$ cat src/rtl/pipe_ctrl.sv
// Pipeline control for the 5-stage Y86-64 core.
// Generates stall/bubble controls for the F/D/E/M/W pipeline registers,
// sequences BOOT -> RUN -> HALT, and latches the final CPU status.
// Optional macro PERF_CNT_EN adds RUN-only performance counters; when it is
// undefined the counter ports are tied to zero and no counter flops exist.
//
// state  | meaning
// S_BOOT | post-reset flush: F held, D/E/M/W bubbled for BOOT_CYCLES cycles
// S_RUN  | normal hazard handling
// S_HALT | sticky freeze after a non-AOK status reached W; only rst exits
module pipe_ctrl #(
  parameter int BOOT_CYCLES = 5,
  parameter int CNT_W       = 32
) (
  input  logic             clk,
  input  logic             rst,
  input  logic [3:0]       D_icode,
  input  logic [3:0]       d_srcA,
  input  logic [3:0]       d_srcB,
  input  logic [3:0]       E_icode,
  input  logic [3:0]       E_dstM,
  input  logic             e_Cnd,
  input  logic [3:0]       M_icode,
  input  logic [1:0]       m_stat,
  input  logic [1:0]       W_stat,
  output logic             F_stall,
  output logic             D_stall,
  output logic             D_bubble,
  output logic             E_bubble,
  output logic             M_bubble,
  output logic             W_stall,
  output logic             W_bubble,
  output logic             halted,
  output logic [1:0]       cpu_stat,
  output logic [CNT_W-1:0] cyc_cnt,
  output logic [CNT_W-1:0] stall_cnt,
  output logic [CNT_W-1:0] mispred_cnt
);

  localparam logic [1:0] STAT_AOK = 2'd0;
  localparam logic [3:0] I_MRMOVQ = 4'h5;
  localparam logic [3:0] I_JXX    = 4'h7;
  localparam logic [3:0] I_RET    = 4'h9;
  localparam logic [3:0] I_POPQ   = 4'hB;
  localparam logic [3:0] R_NONE   = 4'hF;
  // boot timer is a down-counter; reaching zero is the terminal count
  localparam logic [3:0] BOOT_LOAD = 4'(BOOT_CYCLES - 1);

  typedef enum logic [1:0] {S_BOOT, S_RUN, S_HALT} state_t;

  state_t     state_q, state_d;
  logic [3:0] boot_cnt_q;
  logic       lu, rt, mp, ex;

  assign lu = (E_icode == I_MRMOVQ || E_icode == I_POPQ) && (E_dstM != R_NONE) &&
              (E_dstM == d_srcA || E_dstM == d_srcB);
  assign rt = (D_icode == I_RET) || (E_icode == I_RET) || (M_icode == I_RET);
  assign mp = (E_icode == I_JXX) && !e_Cnd;
  assign ex = (m_stat != STAT_AOK) || (W_stat != STAT_AOK);

  assign halted = (state_q == S_HALT);

  // state register, boot timer and final-status capture
  always_ff @(posedge clk) begin
    if (rst) begin
      state_q    <= S_BOOT;
      boot_cnt_q <= BOOT_LOAD;
      cpu_stat   <= STAT_AOK;
    end else begin
      state_q <= state_d;
      if (state_q == S_BOOT && boot_cnt_q != 4'd0)
        boot_cnt_q <= boot_cnt_q - 4'd1;
      if (state_q == S_RUN && W_stat != STAT_AOK)
        cpu_stat <= W_stat;
    end
  end

  // next state and pipeline controls; rst forces the flush pattern immediately
  always_comb begin
    state_d  = state_q;
    F_stall  = 1'b0;
    D_stall  = 1'b0;
    D_bubble = 1'b0;
    E_bubble = 1'b0;
    M_bubble = 1'b0;
    W_stall  = 1'b0;
    W_bubble = 1'b0;
    case (state_q)
      S_BOOT: if (boot_cnt_q == 4'd0) state_d = S_RUN;
      S_RUN:  if (W_stat != STAT_AOK) state_d = S_HALT;
      default: state_d = S_HALT;
    endcase
    if (rst || state_q == S_BOOT) begin
      F_stall  = 1'b1;
      D_bubble = 1'b1;
      E_bubble = 1'b1;
      M_bubble = 1'b1;
      W_bubble = 1'b1;
    end else if (state_q == S_RUN) begin
      F_stall  = lu | rt;
      D_stall  = lu;
      D_bubble = mp | (rt & ~lu);
      E_bubble = mp | lu;
      M_bubble = ex;
      W_stall  = (W_stat != STAT_AOK);
    end else begin
      F_stall  = 1'b1;
      D_stall  = 1'b1;
      W_stall  = 1'b1;
      E_bubble = 1'b1;
      M_bubble = 1'b1;
    end
  end

`ifdef PERF_CNT_EN
  logic [CNT_W-1:0] cyc_q, stall_q, mispred_q;

  // RUN-only counters, wrapping naturally at 2^CNT_W
  always_ff @(posedge clk) begin
    if (rst) begin
      cyc_q     <= '0;
      stall_q   <= '0;
      mispred_q <= '0;
    end else if (state_q == S_RUN) begin
      cyc_q <= cyc_q + CNT_W'(1);
      if (F_stall) stall_q   <= stall_q + CNT_W'(1);
      if (mp)      mispred_q <= mispred_q + CNT_W'(1);
    end
  end

  assign cyc_cnt     = cyc_q;
  assign stall_cnt   = stall_q;
  assign mispred_cnt = mispred_q;
`else
  assign cyc_cnt     = '0;
  assign stall_cnt   = '0;
  assign mispred_cnt = '0;
`endif

endmodule

$ cat config.mk
export PLATFORM = sky130hd
export DESIGN_NAME = pipe_ctrl
export DESIGN_NICKNAME = d
export VERILOG_FILES = /design/src/rtl/pipe_ctrl.sv
export SDC_FILE = /design/constraint.sdc
export NUM_CORES = 1
export LEC_CHECK = 0
export CORE_ASPECT_RATIO = 0.9
export CORE_UTILIZATION = 32
export DETAILED_ROUTE_END_ITERATION = 16
export HOLD_SLACK_MARGIN = 0.12
export MAX_ROUTING_LAYER = met4
export PLACE_DENSITY = 0.88
export SLEW_MARGIN = 20
export SYNTH_ARGS = -nofsm -noshare
export SYNTH_HDL_FRONTEND = slang
export SYNTH_SLANG_ARGS = --single-unit
export TNS_END_PERCENT = 20
$ cat constraint.sdc
create_clock -name clk -period 2.4 [get_ports clk]
set_input_delay 0.48 -clock clk [delete_from_list [all_inputs] [get_ports clk]]
set_output_delay 0.48 -clock clk [all_outputs]
set_load 0.01 [all_outputs]
Yosys cells after proc, flatten, opt, wreduce, memory -nomap -nowiden
Cells that the tools add are included.
W data, S select, Z words.
{ "word_totals": {"register_bits": 8, "latch_bits": 0, "mem_bits_rw": 0, "romBits": 0, "in_bits": 31, "output_inout_bits": 106, "n_memories": 0} }
{ "classes": {"n_addsub": 1, "mul": 0, "div": 0, "magnitude_cmp": 0, "n_eq_ne": 13, "shift": 0, "muxes": 16, "bitwise": 5, "reduce_logical": 18} }
{ "op_table": {"columns": ["op", "n"], "rows": [
  ["$eq A4 B4 Y1 const B", 4],
  ["$mux W1", 13],
  ["$eq A4 B3 Y1 const B", 2],
  ["$eq A4 B4 Y1", 2],
  ["$logic_or A1 B1 Y1", 6],
  ["$logic_and A1 B1 Y1", 5],
  ["$logic_not A4 Y1", 1],
  ["$mux W2", 2],
  ["$ne A4 B4 Y1 const B", 1],
  ["$pmux W2 S2", 1],
  ["$reduce_bool A2 Y1", 2],
  ["$reduce_bool A4 Y1", 1],
  ["$sub A4 B1 Y4 const B", 1],
  ["$or A1 B1 Y1", 3],
  ["$eq A2 B1 Y1 const B", 1],
  ["$eq A2 B2 Y1 const B", 1],
  ["$logic_not A2 Y1", 1],
  ["$ne A2 B1 Y1 const B", 1],
  ["$ne A2 B2 Y1 const B", 1],
  ["$reduce_and A2 Y1", 1],
  ["$and A1 B1 Y1", 1],
  ["$logic_not A1 Y1", 1],
  ["$not A1 Y1", 1]
]} }

Depth between registers and ports, before layout
Gate-level depths: netlist of run 1.
{ "logic_depth": {"depth_word": 9, "mapped_depth": 6} }

Worst setup path after synthesis of run 1
Ideal clock, no wire load.
{ "synth_timing": {"path_type": "input -> output", "start": "in E_dstM[1]", "end": "out D_stall", "arrival_time_ns": 1.279, "path_slack_ns": 0.641, "stages": 4, "path_buffers": 0, "cell_sequence": "xor2_1 nor4_2 o21ai_1 a21oi_1"} }
{ "synth_between": {"elab_chain_len": 5, "elab_cells_between_ends": 8, "classes_between": "eq/ne: 3; mux: 2; reduce/logical: 3"} }
{ "synth_lines": {"columns": ["item", "line", "text"], "rows": [
  ["start: declaration", "21", "input logic [3:0] E_dstM,"],
  ["$ne A4 B4 Y1 or $eq A4 B4 Y1 (tied branches)", "55, 56", null],
  ["$logic_and A1 B1 Y1 or $logic_or A1 B1 Y1 (tied branches)", "55, 56", null],
  ["$logic_and A1 B1 Y1 (*)", "55", "assign lu = (E_icode == I_MRMOVQ || E_icode == I_POPQ) && (E_dstM != R_NONE) &&"],
  ["$mux W1 (*)", "99", "end else if (state_q == S_RUN) begin"],
  ["$mux W1 (*)", "93", "if (rst || state_q == S_BOOT) begin"],
  ["end: declaration", "27", "output logic D_stall,"]
]} }
Mark *: on every way between the ends. The rest lies on a longest branch, timed or not.

Worst setup path in the final report of run 1
{ "layout_timing": {"start": "in d_srcB[2]", "end": "out D_bubble"} }
{ "layout_between": {"elab_chain_len": 8} }
{ "layout_lines": {"columns": ["item", "line", "text"], "rows": [
  ["start: declaration", "19", "input logic [3:0] d_srcB,"],
  ["$eq A4 B4 Y1", "56", "(E_dstM == d_srcA || E_dstM == d_srcB);"],
  ["$logic_or A1 B1 Y1", "56", null],
  ["$logic_and A1 B1 Y1", "55", null],
  ["$not A1 Y1", "102", "D_bubble = mp | (rt & ~lu);"],
  ["$and A1 B1 Y1", "102", null],
  ["$or A1 B1 Y1", "102", null],
  ["$mux W1", "99", null],
  ["$mux W1", "93", null],
  ["end: declaration", "28", "output logic D_bubble,"]
]} }
No other way between the ends.

==> impl_metrics.env, run 1 <==
export IMPL_setup_tns_ps=0
export IMPL_antenna_found_initial=0
export IMPL_finalHoldViolCount=0
export IMPL_row_count=21
export IMPL_cts_sinks=8
export IMPL_drtPass1Iterations=4
export IMPL_drc=0
export IMPL_root_buffer="clkbuf_8"
export IMPL_final_common_cell="conb_1"
export IMPL_yosys_area_share_simple=0.177
export IMPL_drt_iter0_drc=29
export IMPL_coreArea_sq_mm=0.00384
export IMPL_worst_slack_ps=9.94
export IMPL_yosys_warnings=0
export IMPL_placed_area_sq_mm=0.00144
export IMPL_fin_crit_ps=2390
export IMPL_crit_path_max_fanout=2
export IMPL_synth_xor_area_frac=0.0662
export IMPL_ys_seq_elements=8
export IMPL_crit_path_end_kind="primary output"
export IMPL_synthFlopType="dfxtp_1"
export IMPL_synthArstFlopShare=0
export IMPL_n_antenna_cell=0
export IMPL_fmax_mhz=418
export IMPL_power_density_mw_per_mm2=512
export IMPL_numPortBuffers=40
export IMPL_power_w=0.000791
export IMPL_grt_usage=0.0893
export IMPL_yosysSeqAreaShare=0.121
export IMPL_die_h_um=63.0
export IMPL_period_share=0.996
export IMPL_hp_class="flop to flop"
export IMPL_clk_pin_slew_ps=40
export IMPL_grt_pass1_vias=723
export IMPL_grt_max_degree=11
export IMPL_num_vias=962
export IMPL_synth_top_family_by_area="buffers and inverters"
export IMPL_required_ps=1920
export IMPL_finClkSkew_ps=0.417
export IMPL_syn_cell_area_sq_mm=0.00132
export IMPL_criticalPathCategory="input port to primary output"
export IMPL_antenna_left=0
export IMPL_wirelength_um=2300
export IMPL_initial_core_util=0.345
export IMPL_die_w_um=69.8
export IMPL_htree_levels=1
export IMPL_setup_viol_count_final=0
export IMPL_tritoncts="done"
export IMPL_cp_arrival_ps=1910
export IMPL_gp_congestion=0.712
export IMPL_dieArea_sq_mm=0.00440
export IMPL_nNetsFinal=252
export IMPL_cts_buffer_depth=2
export IMPL_yosys_area_share_adder=0.00945
export IMPL_p_leak_nw=0.846
export IMPL_synthMuxAreaShare=0
export IMPL_worstSkewPairLatency_ps=220
export IMPL_maxCapViolCount=0
export IMPL_grt_pass1_wl_um=3040
export IMPL_vias_per_cell=3.64
export IMPL_wire_per_inst_um=8.69
export IMPL_dp_slack_ps=-475
export IMPL_run_status="completed"
export IMPL_startpoint_type="input port"
export IMPL_rsz0062_at_grt="yes"
export IMPL_drive_gt1_frac=0.124
export IMPL_drv_slew=0
export IMPL_syn_area_per_cell_sq_um=7.79
export IMPL_final_cell_mix="conb_1 (96), clkdlybuf4s50_1 (23), dlymetal6s2s_1 (9), dfxtp_1 (8)"
export IMPL_hpwl_um=1980
export IMPL_hold_slack_ps=456
export IMPL_synth_edf_count=0
export IMPL_vdd_ir_drop_max_mv=0.186
export IMPL_yosysUniqueCellTypes=31
export IMPL_synth_compound_area_frac=0.0652
export IMPL_ios=137
export IMPL_grt_overflow_total=0
export IMPL_area_delta_synth_final_pct=16.7
export IMPL_syn_inst=170
export IMPL_cts_buffers_inserted=3
export IMPL_final_cell_area_sq_mm=0.00155
area by class of cell:
class / instances / area (sq um)
clock buffer: 3 / 41.3
fill: 396 / 2290
inverter: 4 / 15.0
multi-input combinational: 156 / 815
sequential: 8 / 160
tap: 46 / 57.6
timing repair buffer: 47 / 457
logic make-up (layout without fill, tap and decap cells):
group                    count (synthesis)  count (layout)
adder cells (fa/ha/maj)                  1               1
flip-flops                               8               8
other                                    1              96
XOR/XNOR                                10              10
AND/OR/NAND/NOR                         37              37
buffers and inverters                  101              54
AO/OA/AOI/OAI                           12              12
synthesized netlist by cell type (2+ instances only):
| cell type | count | area (sq um) |
|---|---|---|
| nand3_1 | 2 | 10.0 |
| xor2_1 | 9 | 78.8 |
| buf_4 | 96 | 721 |
| nor4bb_1 | 3 | 30.0 |
| dfxtp_1 | 8 | 160 |
| nor3b_1 | 2 | 15.0 |
| nor2_1 | 8 | 30.0 |
| a21oi_1 | 6 | 30.0 |
| nor3_1 | 3 | 15.0 |
| inv_1 | 4 | 15.0 |
| nor2b_1 | 2 | 12.5 |
| nor4_2 | 2 | 25.0 |
| nand2_1 | 7 | 26.3 |
where the power goes:
| group | switching (W) | internal [W] | total, W |
|---|---|---|---|
| combinational | 0.000223 | 0.000201 | 0.000424 |
| sequential | 0.0000356 | 0.000176 | 0.000211 |
| clock | 0.0000482 | 0.000108 | 0.000156 |
| total | 0.000307 | 0.000485 | 0.000791 |
per-layer routing:
layer / up-vias / global-route usage / wire, um
li1: 453 / - / -
met1: 421 / 0.0917 / 718
met2: 84 / 0.162 / 1280
met3: 4 / 0.00806 / 251
met4: 0 / 0.0575 / 44
met5: - / - / 0
critical path: stages:
cell and delay, ps:
clkdlybuf4s50_1 470, xor2_1 270, nor4_4 90, buf_4 140
o211ai_1 160, o221a_2 210, buf_6 100
final timing paths:
kind                                                    to  cells after the start                       start  slack (ps)
worst min register to register    cpu_stat[1]$_SDFFE_PP0P_                      2    cpu_stat[1]$_SDFFE_PP0P_         460
worst min-delay path              cpu_stat[1]$_SDFFE_PP0P_                      2    cpu_stat[1]$_SDFFE_PP0P_         460
worst max-delay path                              D_bubble                      7                   d_srcB[2]          10
worst max register to register  boot_cnt_q[0]$_SDFFE_PP0P_                      6  boot_cnt_q[0]$_SDFFE_PP0P_        1000
what timing repair did:
action | 4_1_cts | 5_1_grt
gates resized for setup | 23 | 13
pin swaps | 3 | 4
hold buffers | 0 | 0
setup endpoints to repair | 5 | 6
setup buffers | 3 | 1
sequential cells by signal (all words and copies together), names as in the netlist:
name        count
boot_cnt_q      4
state_q         2
cpu_stat        2
through the flow:
stage,util,std cells
after floorplan,-,265
after global placement,0.374,257
after detailed placement,0.374,257
after CTS,0.388,263
after global routing,0.403,264
final,0.403,264
Power figures use the tool's default switching activity.
==> inputs of run 2 (changes only) <==
- CORE_MARGIN: unset -> 3
- CTS_CLUSTER_SIZE: unset -> 28
==> impl_metrics.env, run 2 (synthesized netlist as in run 1, its figures left out) <==
export IMPL_wirelength_um=2500
export IMPL_regMostFlops="boot_cnt_q"
export IMPL_drv_slew=0
export IMPL_cp_arrival_ps=1930
export IMPL_initial_core_util=0.345
export IMPL_cts_sinks=8
export IMPL_placed_area_sq_mm=0.00144
export IMPL_rsz0062_at_grt="yes"
export IMPL_drc=0
export IMPL_internal_power_w=0.000483
export IMPL_setup_viol_count_final=1
export IMPL_root_buffer="clkbuf_8"
export IMPL_maxCapViolCount=0
export IMPL_holdPathStages=2
export IMPL_holdCritStartpoint="cpu_stat[0]$_SDFFE_PP0P_"
export IMPL_grt_overflow_total=0
export IMPL_final_cell_mix="conb_1 (96), clkdlybuf4s50_1 (22)"
export IMPL_power_density_mw_per_mm2=517
export IMPL_gp_congestion=0.652
export IMPL_top_regs="boot_cnt_q: 4 flops, cpu_stat: 2 flops, state_q: 2 flops"
export IMPL_tritoncts="done"
export IMPL_hpwl_um=2230
export IMPL_num_vias=945
export IMPL_worst_slack_ps=-10.3
export IMPL_crit_path_end_kind="primary output"
export IMPL_worstSkewPairLatency_ps=230
export IMPL_violations="negative setup slack"
export IMPL_wire_per_inst_um=9.46
export IMPL_row_count=21
export IMPL_grt_max_degree=11
export IMPL_antenna_left=0
export IMPL_die_w_um=73.8
export IMPL_reg2reg_depth=6
export IMPL_area_delta_synth_final_pct=15.7
export IMPL_finalHoldViolCount=0
export IMPL_hp_class="flop to flop"
export IMPL_fillers=396
export IMPL_ios=137
export IMPL_seq_power_share=0.269
export IMPL_switching_power_w=0.000309
export IMPL_swShare=0.390
export IMPL_grt_usage=0.0918
export IMPL_drt_iter0_drc=30
export IMPL_dieArea_sq_mm=0.00495
export IMPL_period_share=1.00
export IMPL_final_common_cell="conb_1"
export IMPL_reg2reg_slack_ps=1000
export IMPL_finClkSkew_ps=2.82
export IMPL_cts_buffers_inserted=3
export IMPL_grt_pass1_vias=753
export IMPL_clk_pin_slew_ps=40
export IMPL_crit_path_max_fanout=4
export IMPL_final_cell_area_sq_mm=0.00153
export IMPL_rr_startpoint="boot_cnt_q[0]$_SDFFE_PP0P_"
export IMPL_p_leak_nw=0.826
export IMPL_combPwrFrac=0.530
export IMPL_run_status="complete, but fails checks"
export IMPL_htree_levels=1
export IMPL_grt_pass1_wl_um=3340
export IMPL_utilization=0.399
export IMPL_largest_reg_flops=4
export IMPL_required_ps=1920
export IMPL_startpoint_type="input port"
export IMPL_fin_crit_ps=2410
export IMPL_die_h_um=67.0
export IMPL_drive_gt1_frac=0.124
export IMPL_r2r_end="boot_cnt_q[0]$_SDFFE_PP0P_"
export IMPL_drtPass1Iterations=4
export IMPL_hold_end="cpu_stat[0]$_SDFFE_PP0P_"
export IMPL_vdd_ir_drop_max_mv=0.189
export IMPL_antenna_found_initial=0
export IMPL_placedCellCount=257
export IMPL_nNetsFinal=252
export IMPL_pwr_share_clk=0.201
export IMPL_coreArea_sq_mm=0.00384
export IMPL_fmax_mhz=415
export IMPL_n_antenna_cell=0
export IMPL_instances_no_fill=264
export IMPL_numPortBuffers=40
export IMPL_cts_buffer_depth=2
export IMPL_vias_per_cell=3.58
export IMPL_criticalPathCategory="input port to primary output"
[run 2: cell types whose count changed in the layout (fill, tap and decap cells not counted)]
cell	previous run	this run
dlygate4sd2_1	4	6
nor2_1	7	8
xor2_1	7	8
nor2_2	1	0
nor3b_2	0	1
or3_4	0	1
xor2_2	2	1
nor3b_1	2	1
nor4_2	1	2
dlymetal6s2s_1	9	8
clkdlybuf4s50_1	23	22
or3_1	1	0
nor4_4	1	0
[run 2: worst max-delay path by stage]
stage	start	end	slack [ps]	cells after the start
after floorplan	E_dstM[1]	D_stall	640	4
after global placement	E_dstM[1]	D_stall	-390	6
after detailed placement	E_dstM[0]	D_stall	-400	6
after CTS	d_srcB[1]	F_stall	-30	7
after global routing	rst	W_stall	-80	5
final	rst	W_stall	-10	5
[run 2: timing repair]
action | 4_1_cts | 5_1_grt
endpoints found under the setup margin | 4 | 6
pin swaps | 3 | 3
gates resized for setup | 22 | 14
setup buffers | 3 | 1
hold buffers | 0 | 0
[run 2: power groups by stage]
stage | clock [W] | sequential [W] | combinational, W
after global placement | 0 | 0.000212 | 0.000410
after CTS | 0.000166 | 0.000213 | 0.000412
final | 0.000159 | 0.000213 | 0.000420
after detailed placement | 0 | 0.000216 | 0.000420
after floorplan | 0 | 0.000208 | 0.000394
after global routing | 0.000170 | 0.000219 | 0.000470
[run 2: cell type report]
| type | instances | area [sq um] | area share |
|---|---|---|---|
| Multi-Input combinational cell | 156 | 806 | 0.526 |
| Timing Repair Buffer | 47 | 452 | 0.295 |
| Sequential cell | 8 | 160 | 0.105 |
| Inverter | 4 | 15.0 | 0.00980 |
| Tap cell | 46 | 57.6 | 0.0376 |
| Clock buffer | 3 | 41.3 | 0.0270 |
[run 2: per-stage QoR]
step	TNS, ps	worst slack (ps)	hold WS (ps)	total power (W)
2_1_floorplan	0	641	469	0.000602
3_3_place_gp	-1420	-390	444	0.000622
3_5_place_dp	-1460	-396	452	0.000636
4_1_cts	-31.4	-31.4	457	0.000791
5_1_grt	-122	-84.4	481	0.000859
6_report	-10.3	-10.3	453	0.000792
[run 2: critical path, cell delays in order]
cell,delay (ps)
clkdlybuf4s50_1,420
nor2_1,220
inv_1,130
a21oi_1,130
clkdlybuf4s50_1,550
[run 2: metal layers]
metal	track usage	wire (um)	up-vias
li1	-	-	457
met1	0.0923	785	412
met2	0.173	1380	72
met3	0.00603	284	4
met4	0.0543	48	0
met5	-	0	-
